<file path="config.mk">
export PLATFORM = sky130hd
export DESIGN_NAME = img_bram_loader
export DESIGN_NICKNAME = d
export VERILOG_FILES = /design/src/rtl/img_bram_loader.sv
export SDC_FILE = /design/constraint.sdc
export NUM_CORES = 1
export LEC_CHECK = 0
export ABC_AREA = 1
export BUFFER_PORTS_ARGS = -buffer_cell sky130_fd_sc_hd__buf_2
export CAP_MARGIN = 20
export CORE_MARGIN = 4
export CORE_UTILIZATION = 40
export DETAILED_ROUTE_END_ITERATION = 12
export PLACE_DENSITY = 0.79
export RECOVER_POWER = 100
export SLEW_MARGIN = 15
export SYNTH_ARGS = -nofsm -noshare
export SYNTH_HDL_FRONTEND = slang
export SYNTH_SLANG_ARGS = --single-unit
</file>
<file path="constraint.sdc">
create_clock -name clk -period 1.85 [get_ports clk]
set_clock_uncertainty 0.15 [all_clocks]
set_input_delay 0.555 -clock clk [delete_from_list [all_inputs] [get_ports clk]]
set_output_delay 0.555 -clock clk [all_outputs]
set_load 0.02 [all_outputs]
</file>
<file path="src/rtl/img_bram_loader.sv">
// img_bram_loader: AXI4-Stream slave that writes one frame of 32-bit pixel
// words to consecutive BRAM byte addresses (0, 4, 8, ...), then pulses done.
// TLAST that disagrees with the expected frame length is reported through
// the sticky tlast_err flag.
module img_bram_loader #(
    parameter int NUM_WORDS = 785,
    parameter int ADDR_STEP = 4
) (
    input  logic        clk,
    input  logic        rst,
    input  logic        start,
    input  logic [31:0] s_axis_tdata,
    input  logic        s_axis_tvalid,
    output logic        s_axis_tready,
    input  logic        s_axis_tlast,
    output logic        clka,
    output logic        rsta,
    output logic        ena,
    output logic [31:0] addra,
    output logic [31:0] dina,
    output logic [3:0]  wea,
    input  logic [31:0] douta,
    output logic        busy,
    output logic        done,
    output logic        tlast_err,
    output logic [15:0] word_count
);

    typedef enum logic [1:0] {IDLE, LOAD, FLUSH} state_t;

    localparam logic [15:0] LAST_IDX = 16'(NUM_WORDS - 1);

    state_t      state;
    logic        start_reg;
    logic [31:0] addr_int;
    logic        start_tick;
    logic        beat;
    logic        last_word;
    logic        unused_douta;

    // The BRAM port is write-only here; clock and reset pass straight through.
    assign clka         = clk;
    assign rsta         = rst;
    assign ena          = 1'b1;
    assign unused_douta = ^douta;

    assign start_tick = start & ~start_reg;
    assign beat       = s_axis_tvalid & s_axis_tready;
    // word_count still holds the index of the beat being accepted.
    assign last_word  = (word_count == LAST_IDX);

    // Frame FSM with every output registered; tready/busy are set on the
    // transitions so they match the state they describe.
    always_ff @(posedge clk) begin
        if (rst) begin
            state         <= IDLE;
            start_reg     <= 1'b0;
            addr_int      <= '0;
            s_axis_tready <= 1'b0;
            addra         <= '0;
            dina          <= '0;
            wea           <= 4'h0;
            busy          <= 1'b0;
            done          <= 1'b0;
            tlast_err     <= 1'b0;
            word_count    <= '0;
        end else begin
            start_reg <= start;
            done      <= 1'b0;
            case (state)
                IDLE: begin
                    wea <= 4'h0;
                    if (start_tick) begin
                        state         <= LOAD;
                        addr_int      <= '0;
                        word_count    <= '0;
                        tlast_err     <= 1'b0;
                        s_axis_tready <= 1'b1;
                        busy          <= 1'b1;
                    end
                end
                LOAD: begin
                    if (beat) begin
                        addra      <= addr_int;
                        dina       <= s_axis_tdata;
                        wea        <= 4'hF;
                        addr_int   <= addr_int + 32'(ADDR_STEP);
                        word_count <= word_count + 16'd1;
                        // Either the expected length is reached or TLAST
                        // arrives early; both close the frame, and any
                        // disagreement between the two is an error.
                        if (last_word || s_axis_tlast) begin
                            state         <= FLUSH;
                            s_axis_tready <= 1'b0;
                            done          <= 1'b1;
                            if (last_word != s_axis_tlast)
                                tlast_err <= 1'b1;
                        end
                    end else begin
                        wea <= 4'h0;
                    end
                end
                FLUSH: begin
                    // Final write is on the port this cycle; retire it.
                    wea   <= 4'h0;
                    busy  <= 1'b0;
                    state <= IDLE;
                end
                default: begin
                    state         <= IDLE;
                    wea           <= 4'h0;
                    s_axis_tready <= 1'b0;
                    busy          <= 1'b0;
                end
            endcase
        end
    end

endmodule

</file>
-- Word level (Yosys, flattened, before mapping)
Index checks and enable logic that the tools add are counted.
- $add $sub $neg: 2
- $mul: 0
- div/mod/pow operators: 0
- order comparisons: 0
- equality and inequality tests: 8
- shifts and indexed selects: 0
- muxes and demuxes: 22
- bitwise operators: 6
- reductions and logical operators: 11
- operators with widths (cell ; number):
    $mux W32 ; 2
    $pmux W32 S2 ; 1
    $add A32 B3 Y32 const B ; 1
    $mux W16 ; 2
    $pmux W16 S2 ; 1
    $add A16 B1 Y16 const B ; 1
    $eq A16 B10 Y1 const B ; 1
    $mux W1 ; 8
    $ne A2 B2 Y1 const B ; 4
    $mux W2 ; 3
    $reduce_and A3 Y1 ; 2
    $reduce_and A5 Y1 ; 1
    $mux W4 ; 1
    $not A1 Y1 ; 4
    $pmux W1 S2 ; 2
    $pmux W2 S2 ; 1
    $reduce_and A2 Y1 ; 2
    $reduce_and A4 Y1 ; 1
    $pmux W1 S3 ; 1
    $reduce_or A3 Y1 ; 1
    $and A1 B1 Y1 ; 2
    $eq A2 B1 Y1 const B ; 1
    $eq A2 B2 Y1 const B ; 1
    $logic_not A2 Y1 ; 1
    4 further kinds ; 4
- flip-flop bits (word level): 123
- latch bits: 0
- memory bits (writable): 0
- ROM bits: 0
- bits of input ports: 69
- output and inout bits: 91
- word-level logic and storage cells: 60
- memories: 0

-- Longest topological paths before layout
- depth in word-level cells: 6
- depth in mapped cells: 10
- gate-level depth less buffers: 10

==> impl_metrics.env <==
export IMPL_firstDrtPassIters=5
export IMPL_clk_latency_ns=0.51
export IMPL_std_cell_rows=40
export IMPL_ff2ff_setup_slack_ns=0.08
export IMPL_rsz0062_at_grt="yes"
export IMPL_cp_end_kind="output port"
export IMPL_hpwl_microns=8860
export IMPL_critical_path_required_ns=1.14
export IMPL_yosys_area_share_simple=0.289
export IMPL_setup_violations=1
export IMPL_synthCells=671
export IMPL_synthMuxAreaShare=0
export IMPL_rr_startpoint="word_count[7]$_SDFFE_PP0P_"
export IMPL_slowest_stage="clkbuf_16"
export IMPL_synthTopCellsByArea="dfxtp_1 (47%), nor2_1 (12%), o21ai_0 (7.6%)"
export IMPL_status="finished with violations"
export IMPL_synth_edf_count=0
export IMPL_mappedNetlistArea_sq_um=4940
export IMPL_final_critical_path_setup_slack_ns=-0.0200
export IMPL_grt_max_degree=65
export IMPL_met3_length_microns=911
export IMPL_clk_pin_slew_ns=0.05
export IMPL_antenna_left=0
export IMPL_criticalPathCategory="clock port to output port"
export IMPL_hold_violations=0
export IMPL_dieWidth_microns=119
export IMPL_reg2regPathDepth=7
export IMPL_dp_cells=959
export IMPL_final_cell_mix="nor2_1 (159), dfxtp_1 (104), nand2_1 (90)"
export IMPL_critPathMaxStageDelay_ns=0.12
export IMPL_drtIter0Drc=320
export IMPL_fin_setup_tns_ns=-0.0200
export IMPL_m1WireLength_microns=5500
export IMPL_yosysWarnings=0
export IMPL_synthAdderAreaFrac=0.0101
export IMPL_viasPerCell=4.87
export IMPL_worstPathArrival_ns=1.17
export IMPL_regMostFlops="dina"
export IMPL_synth_area_per_cell_sq_um=7.37
export IMPL_reg2reg_to="tlast_err$_SDFFE_PP0P_"
export IMPL_grt_pass1_wl_microns=21200
export IMPL_antenna_found_initial=0
export IMPL_reg_top3="dina (32), addr_int (30), addra (30)"
export IMPL_p_leak_nw=2.78
export IMPL_largest_reg_flops=32
export IMPL_final_common_cell="nor2_1"
export IMPL_ys_async_sr_fraction=0
export IMPL_synth_compound_area_frac=0.141
export IMPL_wl_per_cell_microns=12.7
export IMPL_synth_seq_cells=116
export IMPL_hold_class="input pin to flop"
export IMPL_highest_layer="met4"
export IMPL_cp_max_fo=2
export IMPL_ys_seq_area_frac=0.470
export IMPL_cap_violations=0
export IMPL_timing_hold_ws_ns=0.117
export IMPL_worstPathCellList="clkbuf_16, buf_8"
export IMPL_finalNetCount=890
export IMPL_wirelength_microns=12700
export IMPL_cellPowerDensity_nw_per_um2=990
export IMPL_wl_met2_microns=6030
export IMPL_gp_congestion=0.898
export IMPL_port_buffers=124
export IMPL_drive_gt1_frac=0.278
export IMPL_drc=0
export IMPL_synth_top_family_by_area="simple AND/OR/NAND/NOR gates"
export IMPL_path_buf_inv=2
export IMPL_synth_cell_types=33
export IMPL_synth_largest_area_cell="dfxtp_1"
export IMPL_cts_tree="done"
export IMPL_hp_start="start"
export IMPL_ioPinCount=160
export IMPL_netlist_area_leader_share=0.470
export IMPL_ir_drop_uv=745
export IMPL_fin_cells=998
export IMPL_cp_start_kind="clock port"
export IMPL_synth_xor_area_frac=0.00177
export IMPL_grt_pass1_vias=4657
export IMPL_utilization=0.547
export IMPL_grt_overflow_total=0
export IMPL_routed_via_count=4857
export IMPL_start_util=0.410
export IMPL_area_delta_synth_final_pct=33.6
export IMPL_die_y_microns=119
export IMPL_die_area_sq_um=14200
export IMPL_whs_path_depth=3
export IMPL_violations="setup timing"
export IMPL_finalMaxSlewViolations=0
export IMPL_cpLargestDelayFamily="buffers and inverters"
export IMPL_holdPathEnd="start_reg$_SDFF_PP0_"
export IMPL_grtUsageTotal=0.181
export IMPL_hold_buffers=0
export IMPL_ys_flop_type="dfxtp_1"
export IMPL_coreArea_sq_um=12100
export IMPL_n_antenna_cell=0
## cells in the mapped netlist, types with 2 or more instances
library cell	number
nor2_1	157
dfxtp_1	116
nand2_1	90
o21ai_0	75
inv_1	52
a21oi_1	51
nand3_1	21
nor3_1	14
buf_4	13
clkbuf_1	11
nand4_1	11
buf_2	9
nor2_2	6
o21ai_1	6
nor2_4	5
ha_1	4
inv_2	4
nand2_2	3
nand3_4	3
nor4_1	3
conb_1	2
nand2_4	2
nand3_2	2
nor3_2	2
## cells by family after synthesis
logic type,after synthesis
AND/OR/NAND/NOR,320
AO/OA/AOI/OAI,137
flip-flops,116
buffers and inverters,91
adder cells (fa/ha/maj),4
other,2
XOR/XNOR,1
## worst max-delay path by stage
stage                                           from                  endpoint  cells past startpoint
after floorplan           word_count[8]$_SDFFE_PP0P_    tlast_err$_SDFFE_PP0P_                      8
after global placement                 s_axis_tvalid  addr_int[5]$_SDFFE_PP0P_                      9
after detailed placement               s_axis_tvalid  addr_int[5]$_SDFFE_PP0P_                      9
after CTS                                        clk                      clka                      2
after global routing                             clk                      clka                      2
final                                            clk                      clka                      2
## through the flow
| stage | total power, mW | worst slack, ns | area [sq um] |
|---|---|---|---|
| after floorplan | 2.92 | 0.0411 | 4950 |
| after global placement | 3.05 | -0.0517 | 5860 |
| after detailed placement | 3.05 | -0.0568 | 5860 |
| after CTS | 6.58 | -0.0222 | 6560 |
| after global routing | 6.78 | -0.0236 | 6600 |
| final | 6.53 | -0.0200 | 6600 |
## routing by layer
| metal | global-route usage | up-vias |
|---|---|---|
| li1 | - | 2461 |
| met1 | 0.215 | 2200 |
| met4 | 0.0753 | 0 |
| met2 | 0.298 | 169 |
| met3 | 0.0608 | 27 |
| met5 | 0 | - |
## power breakdown
part	internal, mW	switching, mW	total [mW]
combinational	0.154	0.244	0.398
sequential	2.54	0.0211	2.56
clock	2.35	1.22	3.57
## repair_timing
| action | in CTS | in global routing |
|---|---|---|
| pin swaps | 0 | 1 |
| endpoints found under the setup margin | 8 | 14 |
| buffers inserted | 1 | 4 |
| hold endpoints to repair | 0 | 0 |
| gates resized for setup | 16 | 23 |
## cell type report
| class | instances | area [sq um] |
|---|---|---|
| Timing Repair Buffer | 158 | 995 |
| Sequential cell | 116 | 2340 |
| Multi-Input combinational cell | 465 | 2190 |
| Clock inverter | 13 | 159 |
| Fill cell | 1075 | 5460 |
| Clock buffer | 22 | 498 |
| Tap cell | 168 | 210 |
| Inverter | 56 | 214 |
## worst register-to-register path, stage by stage (launching register included)
cell     delay [ns]
dfxtp_2        0.32
buf_4          0.13
nor4_1         0.27
nand4_1        0.15
ha_1           0.23
o21ai_2        0.19
nand3_1        0.11
a21oi_1        0.15
No activity file was read; power rests on OpenSTA's default activity.
